==> src/rtl/axis_mux_serializer_in.sv <==
// rtl/axis_mux_serializer_in.sv - round-robin AXIS packet arbiter and beat-to-flit serializer with credit flow control
module axis_mux_serializer_in #(
    parameter int NUM_CHANNELS         = 4,
    parameter int TDATA_WIDTH          = 32,
    parameter int TID_WIDTH            = 2,
    parameter int TDEST_WIDTH          = 2,
    parameter int SERIALIZATION_FACTOR = 2,
    parameter int FLIT_WIDTH           = TDATA_WIDTH / SERIALIZATION_FACTOR,
    parameter int DEST_WIDTH           = TID_WIDTH + TDEST_WIDTH,
    parameter int FLIT_BUFFER_DEPTH    = 2
) (
    input  logic                                      clk_noc,
    input  logic                                      rst_noc_sync,
    input  logic [NUM_CHANNELS-1:0]                   axis_in_tvalid,
    output logic [NUM_CHANNELS-1:0]                   axis_in_tready,
    input  logic [NUM_CHANNELS-1:0][TDATA_WIDTH-1:0]  axis_in_tdata,
    input  logic [NUM_CHANNELS-1:0]                   axis_in_tlast,
    input  logic [NUM_CHANNELS-1:0][TID_WIDTH-1:0]    axis_in_tid,
    input  logic [NUM_CHANNELS-1:0][TDEST_WIDTH-1:0]  axis_in_tdest,
    output logic [FLIT_WIDTH-1:0]                     data_out,
    output logic [DEST_WIDTH-1:0]                     dest_out,
    output logic                                      is_tail_out,
    output logic                                      send_out,
    input  logic                                      credit_in,
    output logic                                      credit_overflow_err
);

    localparam int CH_W  = (NUM_CHANNELS > 1) ? $clog2(NUM_CHANNELS) : 1;
    localparam int IDX_W = (SERIALIZATION_FACTOR > 1) ? $clog2(SERIALIZATION_FACTOR) : 1;
    localparam int CRD_W = $clog2(FLIT_BUFFER_DEPTH + 1);
    localparam logic [IDX_W-1:0] LAST_IDX = IDX_W'(SERIALIZATION_FACTOR - 1);
    localparam logic [CRD_W-1:0] MAX_CRD  = CRD_W'(FLIT_BUFFER_DEPTH);

    typedef enum logic {ST_IDLE, ST_LOCKED} state_t;

    state_t                  state_q, state_d;
    logic [CH_W-1:0]         lock_q, lock_d;
    logic [CH_W-1:0]         rr_q, rr_d;
    logic                    beat_valid_q;
    logic [TDATA_WIDTH-1:0]  beat_data_q;
    logic [DEST_WIDTH-1:0]   beat_dest_q;
    logic                    beat_last_q;
    logic [IDX_W-1:0]        idx_q;
    logic [CRD_W-1:0]        credits_q;
    logic                    err_q;

    logic                    last_flit;
    logic                    beat_free;
    logic [CH_W-1:0]         cand;
    logic                    cand_found;
    logic [CH_W-1:0]         grant;
    logic                    grant_valid;
    logic                    handshake;

    function automatic logic [CH_W-1:0] wrap_add(input logic [CH_W-1:0] base, input int off);
        int s;
        s = int'(base) + off;
        if (s >= NUM_CHANNELS) s = s - NUM_CHANNELS;
        return CH_W'(s);
    endfunction

    assign send_out            = beat_valid_q && (credits_q != '0);
    assign last_flit           = (idx_q == LAST_IDX);
    assign beat_free           = !beat_valid_q || (send_out && last_flit);
    assign data_out            = beat_data_q[idx_q*FLIT_WIDTH +: FLIT_WIDTH];
    assign dest_out            = beat_dest_q;
    assign is_tail_out         = beat_valid_q && beat_last_q && last_flit;
    assign credit_overflow_err = err_q;

    // Arbitration: pick the round-robin candidate, drive tready and compute next arbiter state.
    always_comb begin
        cand           = '0;
        cand_found     = 1'b0;
        state_d        = state_q;
        lock_d         = lock_q;
        rr_d           = rr_q;
        axis_in_tready = '0;
        // Walk from the farthest offset back so the nearest valid channel to rr wins.
        for (int i = NUM_CHANNELS - 1; i >= 0; i--) begin
            if (axis_in_tvalid[wrap_add(rr_q, i)]) begin
                cand       = wrap_add(rr_q, i);
                cand_found = 1'b1;
            end
        end
        grant       = (state_q == ST_LOCKED) ? lock_q : cand;
        grant_valid = (state_q == ST_LOCKED) ? 1'b1 : cand_found;
        if (!rst_noc_sync && grant_valid) begin
            axis_in_tready[grant] = beat_free;
        end
        handshake = |(axis_in_tvalid & axis_in_tready);
        if (handshake) begin
            if (axis_in_tlast[grant]) begin
                state_d = ST_IDLE;
            end else begin
                state_d = ST_LOCKED;
                lock_d  = grant;
            end
            if (state_q == ST_IDLE) begin
                rr_d = wrap_add(grant, 1);
            end
        end
    end

    // Arbiter state register: packet lock owner and round-robin pointer.
    always_ff @(posedge clk_noc) begin
        if (rst_noc_sync) begin
            state_q <= ST_IDLE;
            lock_q  <= '0;
            rr_q    <= '0;
        end else begin
            state_q <= state_d;
            lock_q  <= lock_d;
            rr_q    <= rr_d;
        end
    end

    // Beat register and flit index: load on handshake, step per sent flit, retire on the last flit.
    always_ff @(posedge clk_noc) begin
        if (rst_noc_sync) begin
            beat_valid_q <= 1'b0;
            beat_data_q  <= '0;
            beat_dest_q  <= '0;
            beat_last_q  <= 1'b0;
            idx_q        <= '0;
        end else begin
            if (handshake) begin
                beat_valid_q <= 1'b1;
                beat_data_q  <= axis_in_tdata[grant];
                beat_dest_q  <= {axis_in_tid[grant], axis_in_tdest[grant]};
                beat_last_q  <= axis_in_tlast[grant];
            end else if (send_out && last_flit) begin
                beat_valid_q <= 1'b0;
            end
            if (send_out) begin
                idx_q <= last_flit ? '0 : idx_q + IDX_W'(1);
            end
        end
    end

    // Credit counter: returns and sends cancel; a return at full count is dropped and flagged.
    always_ff @(posedge clk_noc) begin
        if (rst_noc_sync) begin
            credits_q <= MAX_CRD;
            err_q     <= 1'b0;
        end else if (credit_in && !send_out) begin
            if (credits_q == MAX_CRD) begin
                err_q <= 1'b1;
            end else begin
                credits_q <= credits_q + CRD_W'(1);
            end
        end else if (!credit_in && send_out) begin
            credits_q <= credits_q - CRD_W'(1);
        end
    end

endmodule

==> config.mk <==
export PLATFORM = sky130hd
export DESIGN_NAME = axis_mux_serializer_in
export DESIGN_NICKNAME = d
export VERILOG_FILES = /design/src/rtl/axis_mux_serializer_in.sv
export SDC_FILE = /design/constraint.sdc
export NUM_CORES = 1
export LEC_CHECK = 0
export CAP_MARGIN = 20
export CORE_MARGIN = 2
export CORE_UTILIZATION = 42
export CTS_CLUSTER_DIAMETER = 40
export DETAILED_ROUTE_END_ITERATION = 8
export GPL_ROUTABILITY_DRIVEN = 0
export PLACE_DENSITY = 0.95
export SLEW_MARGIN = 20
export SYNTH_ARGS = -nofsm -noshare
export SYNTH_HDL_FRONTEND = slang
export SYNTH_SLANG_ARGS = --single-unit
==> constraint.sdc <==
create_clock -name clk_noc -period 3.5 [get_ports clk_noc]
set_input_delay 0.7 -clock clk_noc [delete_from_list [all_inputs] [get_ports clk_noc]]
set_output_delay 0.7 -clock clk_noc [all_outputs]
set_load 0.01 [all_outputs]
==> impl_metrics.tcl <==
set metrics [dict create \
    syn-num-nets 612 \
    fp.dieW_um 91.6 \
    p_sw_frac 0.424 \
    grt_setup_unrepaired "false" \
    met3RoutedLength_um 693 \
    post_synth_and_or_nand_nor_area_fraction 0.360 \
    int_pwr_w 0.00189 \
    timing.final.hold_violations 0 \
    cp_data_required_time_ns 2.80 \
    rr_startpoint "state_q" \
    avgViaCountPerCell 5.53 \
    post_drt_wl_per_cell_um 15.6 \
    post_cts_resize_count 0 \
    synth-async-reset-ratio 0 \
    min_delay_path_depth 1 \
    synth_sequential_area_ratio 0.292 \
    antenna_cells_inserted 0 \
    r2r_setup_slack_ns 1.11 \
    layout_min_cycle_time_ns 3.34 \
    met1Wirelength_mm 4.20 \
    seq_area_um2 941 \
    cts_sinks 47 \
    number_of_antenna_violations_at_the_first_check_in_global_routing 0 \
    synth_top_family_by_area "simple AND/OR/NAND/NOR gates" \
    number_of_enable_flip_flop_cells_after_synthesis 0 \
    final.fill_count 572 \
    synthesized_area_fraction_occupied_by_adder_cells 0 \
    clock_tree_from_tritoncts "yes" \
    number_of_failing_setup_endpoints_in_the_final_timing_report 0 \
    tightestPinTransition_ns 0.742 \
    overall_global_routing_usage 0.258 \
    final.setup_skew_ns 0.0116 \
    place_area_um2 5030 \
    met2_length_mm 5.96 \
    drt_wl_total_mm 11.1 \
    min_delay_worst_endpoint "beat_data_q[27]" \
    clk-insertion-delay-late_ns 0.31 \
    regToRegEndpoint "beat_data_q[20]" \
    power.clock.fraction 0.109 \
    path_clk_slew_ns 0.10 \
    max-vdd-ir-drop_v 0.000330 \
    cts_inserted_buffers 5 \
    synth_most_common_cell "sky130_fd_sc_hd__nand2_1" \
    syn_inst 457 \
    worst_hold_startpoint "beat_data_q[27]" \
    floorplan.die_area_um2 8390 \
    synthMuxAreaShare 0.0683 \
    grt_overflow_total 0 \
    routed-via-count 3952 \
    post-route-util 0.699 \
    cts_hold_repair.buffers 0 \
    final-instance-count-excl-fill 715 \
    final_layout_size_suffix_gt1_frac 0.0714 \
    dieHeight_um 91.6 \
    floorplan.initialDensity 0.440 \
    post-route-cell-area_um2 5120 \
    synth_warnings 0 \
    core_area_um2 7330 \
    first_iter_violations 168 \
    rows 31 \
    setup.worst_path.start_class "primary input" \
    cts_max_path_bufs 2 \
    detail_route.drc_violations 0 \
    timing.critical_path.fanout_max 9 \
    root_buffer "sky130_fd_sc_hd__clkbuf_8" \
    worst-r2r-cell-count 6 \
    net-switching-power_w 0.00140 \
    final_nets 770 \
    holdCritPathClass "register to register" \
    final_antenna_net_count 0 \
    syn-cell-area_um2 3220 \
    max_cap_viol_count 0 \
    global_route_wire_length_before_repair_mm 17.7 \
    multi_input_comb_area_um2 2050 \
    total_power_w 0.00329 \
    fin_tns_setup_ns 0 \
    first_global_vias 3776 \
    final.period_utilization 0.953 \
    synthDominantAreaCellType "sky130_fd_sc_hd__dfxtp_1" \
    drt_pre_antenna_iters 4 \
    synth_seq_cells 47 \
    grt_start_max_net_pins 76 \
    arrival_ns 2.64 \
    power.combinational.fraction 0.604 \
    synth.lib_cells_used.distinct 44 \
    cts_htree_levels 2 \
    post_synth.cell_area_avg_um2 7.05 \
    slew_headroom 0.505 \
    synth-xor-area-share 0.00543 \
    power_density_nw_per_um2 642 \
    maxSlewViolCount 0 \
    place.port_buffers 181 \
    outcome "finished clean" \
    ios 182 \
    synth_compound_area_frac 0.198 \
    setup.worst_path.class "primary input to output pin" \
    syn_to_final_growth_pct 59.0 \
    synth_ff_type "sky130_fd_sc_hd__dfxtp_1" \
    timing.fmax_ghz 0.300 \
    synth_top_cell_area_share 0.292 \
    detailedPlacementHpwl_mm 8.37 \
    end_kind "output pin" \
    place_inst 707 \
    maxUsedRoutingLayer "met4" \
    synth_top_cells_by_count "158 x sky130_fd_sc_hd__nand2_1, 75 x sky130_fd_sc_hd__nand3_1, 47 x sky130_fd_sc_hd__dfxtp_1" \
    pwr-share-seq 0.287 \
    cts_post_setup_buffers_inserted 0 \
    synth_area_leaders "sky130_fd_sc_hd__dfxtp_1 29%, sky130_fd_sc_hd__nand2_1 18%, sky130_fd_sc_hd__nand3_1 12%" \
    power_leakage_nw 2.06 \
]
layout by cell type, fill, tap and decap left out, types with 3 or more instances in the layout:
master                            Yosys  layout
sky130_fd_sc_hd__a21o_1               3       3
sky130_fd_sc_hd__dfxtp_1             47      47
sky130_fd_sc_hd__clkdlybuf4s50_1      0     180
sky130_fd_sc_hd__a32o_1              37      36
sky130_fd_sc_hd__clkbuf_8             0       5
sky130_fd_sc_hd__nor2_1              14      14
sky130_fd_sc_hd__buf_4                1      11
sky130_fd_sc_hd__inv_6                0       3
sky130_fd_sc_hd__a31oi_1              3       3
sky130_fd_sc_hd__nand2_1            158     157
sky130_fd_sc_hd__nand3_1             75      75
sky130_fd_sc_hd__nand2b_1             3       3
sky130_fd_sc_hd__a21oi_1              9       9
sky130_fd_sc_hd__o21ai_0              6       6
sky130_fd_sc_hd__mux2_2              16      16
sky130_fd_sc_hd__inv_1                6       6
sky130_fd_sc_hd__nor3_1               4       4
sky130_fd_sc_hd__mux2i_1              4       4
state kept, by name (all words and copies together), names as in the netlist:
signal	flops
credit_overflow_err	1
rr_q	2
beat_data_q	32
state_q	1
beat_valid_q	1
beat_last_q	1
dest_out	4
lock_q	2
credits_q	2
idx_q	1
power by group through the flow:
stage / Sequential [W] / Clock [W] / Combinational [W]
floorplan: 0.000885 / 0 / 0.00130
global placement: 0.000941 / 0 / 0.00192
detailed placement: 0.000958 / 0 / 0.00198
CTS: 0.000944 / 0.000357 / 0.00199
global route: 0.000973 / 0.000384 / 0.00216
finish: 0.000945 / 0.000359 / 0.00199
layout make-up:
type                       instances  area share
tap                               99      0.0242
clock inverter                     3     0.00513
clock buffer                       5      0.0134
sequential                        47       0.184
multi-input combinational        363       0.399
inverter                           6     0.00439
timing repair buffer             192       0.370
through the flow:
stage	hold slack [ns]	worst slack [ns]
floorplan	0.436	0.670
global placement	0.443	0.128
detailed placement	0.453	0.0387
CTS	0.475	0.0333
global route	0.497	0.00812
finish	0.473	0.163
layer usage:
layer	vias to the layer above	global-route usage
met3	26	0.0448
met5	-	0
li1	1922	-
met1	1834	0.279
met4	0	0.0871
met2	170	0.498
how the worst max path moves through the flow:
stage,endpoint,startpoint
6_report,axis_in_tready[2],axis_in_tvalid[0]
5_1_grt,axis_in_tready[2],axis_in_tvalid[0]
4_1_cts,axis_in_tready[2],axis_in_tvalid[1]
3_5_place_dp,axis_in_tready[2],axis_in_tvalid[1]
3_3_place_gp,axis_in_tready[0],axis_in_tvalid[1]
2_1_floorplan,axis_in_tready[0],axis_in_tvalid[2]
cell families after synthesis:
| logic type | Yosys count |
|---|---|
| simple gates | 267 |
| xor+xnor | 2 |
| flops | 47 |
| compound gates | 74 |
| buf+inv | 47 |
| mux | 20 |
critical path, cell delays in order:
cell                              delay, ns
sky130_fd_sc_hd__clkdlybuf4s50_1       0.64
sky130_fd_sc_hd__mux2i_1               0.14
sky130_fd_sc_hd__o2111ai_2             0.22
sky130_fd_sc_hd__and2_2                0.20
sky130_fd_sc_hd__nand3_1               0.08
sky130_fd_sc_hd__nor2_1                0.11
sky130_fd_sc_hd__clkdlybuf4s50_1       0.54
Power figures use the tool's default switching activity.
==> RTL change 1: new RTL, same flow settings <==
Put one more register stage on the output `credit_overflow_err`, with the module's reset. The value now appears one clock later. The other outputs are not delayed to match.
--- a/src/rtl/axis_mux_serializer_in.sv
+++ b/src/rtl/axis_mux_serializer_in.sv
@@ -65,7 +65,13 @@
     assign data_out            = beat_data_q[idx_q*FLIT_WIDTH +: FLIT_WIDTH];
     assign dest_out            = beat_dest_q;
     assign is_tail_out         = beat_valid_q && beat_last_q && last_flit;
-    assign credit_overflow_err = err_q;
+    always_ff @(posedge clk_noc) begin
+        if (rst_noc_sync) begin
+            credit_overflow_err <= '0;
+        end else begin
+            credit_overflow_err <= err_q;
+        end
+    end
 
     // Arbitration: pick the round-robin candidate, drive tready and compute next arbiter state.
     always_comb begin
Formal check against the unedited RTL: not equivalent (a bounded check fails within 4 cycles, from zero or initial values and one cycle with rst_noc_sync high).
==> RTL change 1 against the original RTL <==
  * Sequential power is 18% lower
  * Wire length is 8.7% lower
  * Non-clock buffer count is 4 higher
  * Total power is 27% lower
  * First-iteration DRC count is 36% lower
  * Cell count is 10% lower
  * Critical path type unchanged
  * Worst setup slack better by 0.041 ns
  * Clock power is 11% higher
  * Synthesized area is 7.1% higher
  * Design area is 7.6% higher
  * Sequential cell count is 1 higher
  * Fmax is 1.2% higher
  * Combinational power is 38% lower
  * Largest power group unchanged
==> RTL change 1: results (changes against the original RTL) <==
Finish
  – Final net count: 692 (-10%)
  – Top reg by flops: beat_data_q
  – Antenna fix cells: 0 (unchanged)
  – Share of cells above drive strength 1: 15.2% (+8.1 points)
  – Finished Layout Cells: 643 (-10%)

Pwr
  – Peak supply drop: 0.254 mV (-23%)
  – Static leakage: 2.32 nW (+12%)

Critical path
  – Worst EP arrival: 2.60 ns (-0.04 ns)
  – Cells on worst reg2reg path: 7 (+1)
  – Reg2Reg Capture Point: beat_data_q[8]
  – Reg2reg setup slack: 0.90 ns (-0.21 ns)
  – Crit Path Max Fanout: 5 (-4)
  – Start of the worst register-to-register path: state_q

Global routing
  – Largest net degree at the start of global routing: 46 (-39%)
  – GRT Util Overall: 22.9% (-3.0 points)
  – Vias in the first global route: 3616 (-4.2%)
  – First-pass GRT wire length: 16100 um (-8.7%)
  – Initial antenna violation count: 0 (unchanged)

Hold path
  – HP Start: beat_data_q[4]
  – Hold Crit Endpoint: beat_data_q[4]
  – Hold Path Stages: 2 (+1)

Clock tree
  – CTS Root Cell: clkbuf_8
  – Clk_lat worst skew: 0.30 ns
  – Clk pin slew, worst setup/hold paths: 0.08 ns (-0.02 ns)
  – CTS max path bufs: 2 (unchanged)

Synth
  – Most used DFF post-synth: dfxtp_1
  – Post-synthesis async set-or-reset flop share: 0% (unchanged)
  – Post-Syn Area per Cell: 9.57 um2 (+36%)
  – Top cell type's share of synthesized area: 32.5% (+3.3 points)
  – Library cells used by synthesis: 42 (-4.5%)
  – Leading post-synthesis cells by cell area: mux2i_1, dfxtp_1, mux2_2
  – Synthesized Nets: 516 (-16%)
  – Register area share after synthesis: 27.8% (-1.4 points)
  – Commonest cells in the synthesized netlist: mux2i_1, mux2_2, nand2_1

Placed design
  – Worst slack, placed: -0.105 ns (-0.143 ns)
  – DP HPWL: 7980 um (-4.6%)
  – Placed Instance Area: 5360 um2 (+6.7%)
  – Dpl cells: 633 (-10%)

Detailed routing
  – DR iter-0 viols: 107 (-36%)
  – Detailed Route WL: 10200 um (-8.7%)
  – Via/cell ratio: 5.22 (-5.6%)
  – Pre-antenna DRT Iters: 4 (unchanged)

STA
  – Slew at the pin with the worst max-slew slack: 0.744 ns (+0.00229 ns)
  – Hold Slack: 0.461 ns (-0.0121 ns)
  – Final Skew: 0.0105 ns (-0.00104 ns)

Status
  – Status: completed
==> RTL change 1: cell types whose count changed in the layout (fill, tap and decap cells not counted), sizes merged, moves of 4 or more <==
cell           unedited run  this run
a21oi                     9         5
a32o                     37         0
buf                      11        15
clkdlybuf4s50           180       176
inv                       9         4
mux2                     16        52
mux2i                     4       112
nand2                   158        52
nand3                    75         1
nor2                     16         9
==> RTL change 1: layer usage <==
layer | up-vias | global-route usage [%] | share of wire, %
met2 | 125 | 45.1 | 54
met4 | 0 | 7.13 | 2.2
li1 | 1652 | - | -
met1 | 1556 | 23.9 | 38
met3 | 22 | 4.63 | 6.5
met5 | - | 0 | 0
==> RTL change 1: cell families (layout without fill, tap and decap cells) <==
group                     after synthesis  after routing  share of synthesized area [%]
muxes                                 164            164                           49.4
and+or+nand+nor                        85             85                           10.9
AOI/OAI and AO/OA                      31             31                           6.56
buffers and inverters                  31            208                           4.78
DFF                                    48             48                           27.8
xor gates and xnor gates                2              2                          0.507
==> RTL change 1: worst max-delay path by stage <==
stage	startpoint	to	slack (ns)	cells after the start
after floorplan	axis_in_tvalid[0]	axis_in_tready[2]	0.82	6
after global placement	axis_in_tvalid[0]	axis_in_tready[3]	0.02	6
after detailed placement	axis_in_tvalid[0]	axis_in_tready[3]	-0.10	6
after CTS	axis_in_tvalid[0]	axis_in_tready[1]	0.01	6
after global routing	axis_in_tvalid[3]	axis_in_tready[2]	0.15	6
final	axis_in_tvalid[3]	axis_in_tready[2]	0.20	6
==> RTL change 1: critical path: stages <==
cell	delay [ns]
clkdlybuf4s50_1	0.46
or4_1	0.48
nor2_1	0.17
nor3_2	0.11
and3_1	0.20
clkdlybuf4s50_1	0.48
==> RTL change 1: per-stage QoR <==
stage	setup TNS [ns]	util, %
after floorplan	0	-
after global placement	0	66.3
after detailed placement	-0.122	66.3
after CTS	0	67.8
after global routing	0	68.1
final	0	68.1
==> RTL change 1: area by class of cell <==
| type | instances | area, um2 |
|---|---|---|
| Inverter | 4 | 15.0 |
| Fill cell | 665 | 2580 |
| Timing Repair Buffer | 196 | 1950 |
| Multi-Input combinational cell | 282 | 2350 |
| Clock buffer | 6 | 72.6 |
| Clock inverter | 2 | 35.0 |
| Tap cell | 105 | 131 |
| Sequential cell | 48 | 961 |
==> RTL change 1: power breakdown <==
group | total (W) | internal (W) | switching [W] | leakage [nW]
clock network | 0.000398 | 0.000212 | 0.000186 | 0.0552
logic | 0.00123 | 0.000729 | 0.000502 | 1.86
registers | 0.000774 | 0.000684 | 0.0000892 | 0.397
total | 0.00240 | 0.00163 | 0.000777 | 2.32
==> RTL change 1: timing repair <==
action                     in CTS  in global routing
setup endpoints to repair       2                  4
gates resized for setup         2                  7
hold buffers                    0                  0
pin swaps                       1                  1
setup buffers                   1                  1
hold endpoints to repair        0                  0
==> RTL change 2: new RTL, same flow settings <==
Made on the original files. Set the parameter `FLIT_BUFFER_DEPTH` to 1 (it was 2).
--- a/src/rtl/axis_mux_serializer_in.sv
+++ b/src/rtl/axis_mux_serializer_in.sv
@@ -7,7 +7,7 @@
     parameter int SERIALIZATION_FACTOR = 2,
     parameter int FLIT_WIDTH           = TDATA_WIDTH / SERIALIZATION_FACTOR,
     parameter int DEST_WIDTH           = TID_WIDTH + TDEST_WIDTH,
-    parameter int FLIT_BUFFER_DEPTH    = 2
+    parameter int FLIT_BUFFER_DEPTH    = 1
 ) (
     input  logic                                      clk_noc,
     input  logic                                      rst_noc_sync,
Formal check against the unedited RTL: not equivalent (a bounded check fails within 4 cycles, from zero or initial values and one cycle with rst_noc_sync high).
==> RTL change 2 against the original RTL <==
  * Count of clock-buffer cells in the layout is 3 higher
  * Largest power group unchanged
  * Core utilization is 1.2 points higher
  * Via count is 1.8% lower
  * Wire length is 2.1% higher
  * Die area is 2.4% lower
  * Design area is 0.61% higher
  * Synthesized area is 2.5% lower
  * Sequential cell count is 1 lower
  * Total power is 23% lower
  * Fmax is 2.4% lower
  * Worst setup slack worse by 0.083 ns
  * Cell count is 2.1% lower
==> RTL change 2: results (changes against the original RTL) <==
Pwr
  – Internal Power: 0.00157 W (-17%)
  – P_clk: 0.000365 W (+2%)
  – Static leakage: 2.16 nW (+4.5%)
  – PD cells: 488 nW/um2 (-24%)
  – Peak supply drop: 0.247 mV (-25%)
  – Comb pwr: 0.00136 W (-32%)

Global routing
  – Met1 Use GR: 31.3% (+3.4 points)
  – M2 GR Usage: 47.7% (-2.1 points)
  – Largest net degree at the start of global routing: 80 (+5.3%)
  – GRT Util Overall: 26.4% (+0.58 points)
  – First-pass GRT wire length: 17700 um (+0.15%)
  – Met3 usage: 4.84% (+0.36 points)
  – Total gr overflow: 0 (unchanged)
  – Vias in the first global route: 3634 (-3.8%)

Critical path
  – Reg2reg setup slack: 0.94 ns (-0.17 ns)
  – Worst setup startpoint: axis_in_tvalid[1]
  – Worst EP arrival: 2.72 ns (+0.08 ns)
  – Critical Path End: axis_in_tready[1]
  – Max stage delay on crit path: 0.67 ns (+0.03 ns)
  – Cells on worst reg2reg path: 7 (+1)
  – Crit Path Max Fanout: 8 (-1)
  – Reg2Reg Capture Point: beat_data_q[16]

STA
  – Min cycle time layout: 3.42 ns (+0.0831 ns)
  – Max transition margin: 66.2% (+16 points)
  – Final Skew: 0.00603 ns (-0.00556 ns)
  – Hold Slack: 0.468 ns (-0.00533 ns)

Placed design
  – Dpl cells: 692 (-2.1%)
  – Worst slack, placed: 0.0345 ns (-0.00411 ns)
  – DP HPWL: 8760 um (+4.7%)
  – Placed Instance Area: 5020 um2 (about the same)

Detailed routing
  – Pre-antenna DRT Iters: 6 (+2)
  – Mean routed wirelength per cell: 16.3 um (+4.3%)
  – DR iter-0 viols: 225 (+34%)
  – Via/cell ratio: 5.54 (+0.28%)
  – M1 WL: 4580 um (+9.0%)
  – Met2 wire len: 5750 um (-3.5%)
  – Met3 wire len: 737 um (+6.3%)

Hold path
  – Hold Crit Endpoint: beat_last_q
  – Hold Path Stages: 2 (+1)
  – HP Start: beat_last_q

Synth
  – Library cells used by synthesis: 37 (-16%)
  – Post-Syn Area per Cell: 7.14 um2 (+1.3%)
  – Most used DFF post-synth: dfxtp_1
  – Post-Synth Adder-Cell Area: 0.398% (+0.40 points)
  – Leading post-synthesis cells by cell area: dfxtp_1, nand2_1, a311oi_1
  – Compound-Gate Fraction of Synth Area: 24.3% (+4.5 points)
  – Register area share after synthesis: 29.3% (+0.11 points)
  – Proportion of synthesized area in mux cells: 7.40% (+0.57 points)
  – Synthesized Nets: 596 (-2.6%)
  – Post-synthesis xor/xnor area fraction: 0.557% (+0.014 points)
  – Commonest cells in the synthesized netlist: nand2_1, dfxtp_1, and3_1

Status
  – Status: completed

Finish
  – Sequential cell area: 921 um2 (-2.1%)
  – Finished Layout Cells: 700 (-2.1%)
  – Final net count: 756 (-1.8%)
  – Share of cells above drive strength 1: 9.48% (+2.3 points)

Clock tree
  – CTS Root Cell: clkbuf_8
  – Clk_lat worst skew: 0.29 ns (-0.02 ns)
  – Clk pin slew, worst setup/hold paths: 0.08 ns (-0.02 ns)
RTL change 2: cell count changes in the layout (fill, tap and decap cells not counted), sizes merged, moves of 6 or more:
cell / delta
nand3: -60
a32o: -36
a31o: +30
a311oi: +29
and3: +29
o21ai: +11
nor2: -9
nand2: +7
inv: -6
RTL change 2: cell type report:
| class | count | area share [%] |
|---|---|---|
| timing repair buffer | 194 | 37.4 |
| multi-input combinational | 350 | 40.0 |
| tap | 99 | 2.40 |
| sequential | 46 | 17.9 |
| inverter | 3 | 0.218 |
| clock buffer | 8 | 2.14 |
RTL change 2: cell families (layout without fill, tap and decap cells):
group / Yosys count / in the layout
simple gates: 231 / 231
compound gates: 95 / 95
flops: 46 / 46
xor+xnor: 2 / 2
mux: 21 / 21
buf+inv: 44 / 205
fa+ha+maj: 1 / 1
RTL change 2: repair_timing:
action,CTS,global route
endpoints found under the hold margin,0,0
setup endpoints to repair,0,4
resized for setup,0,7
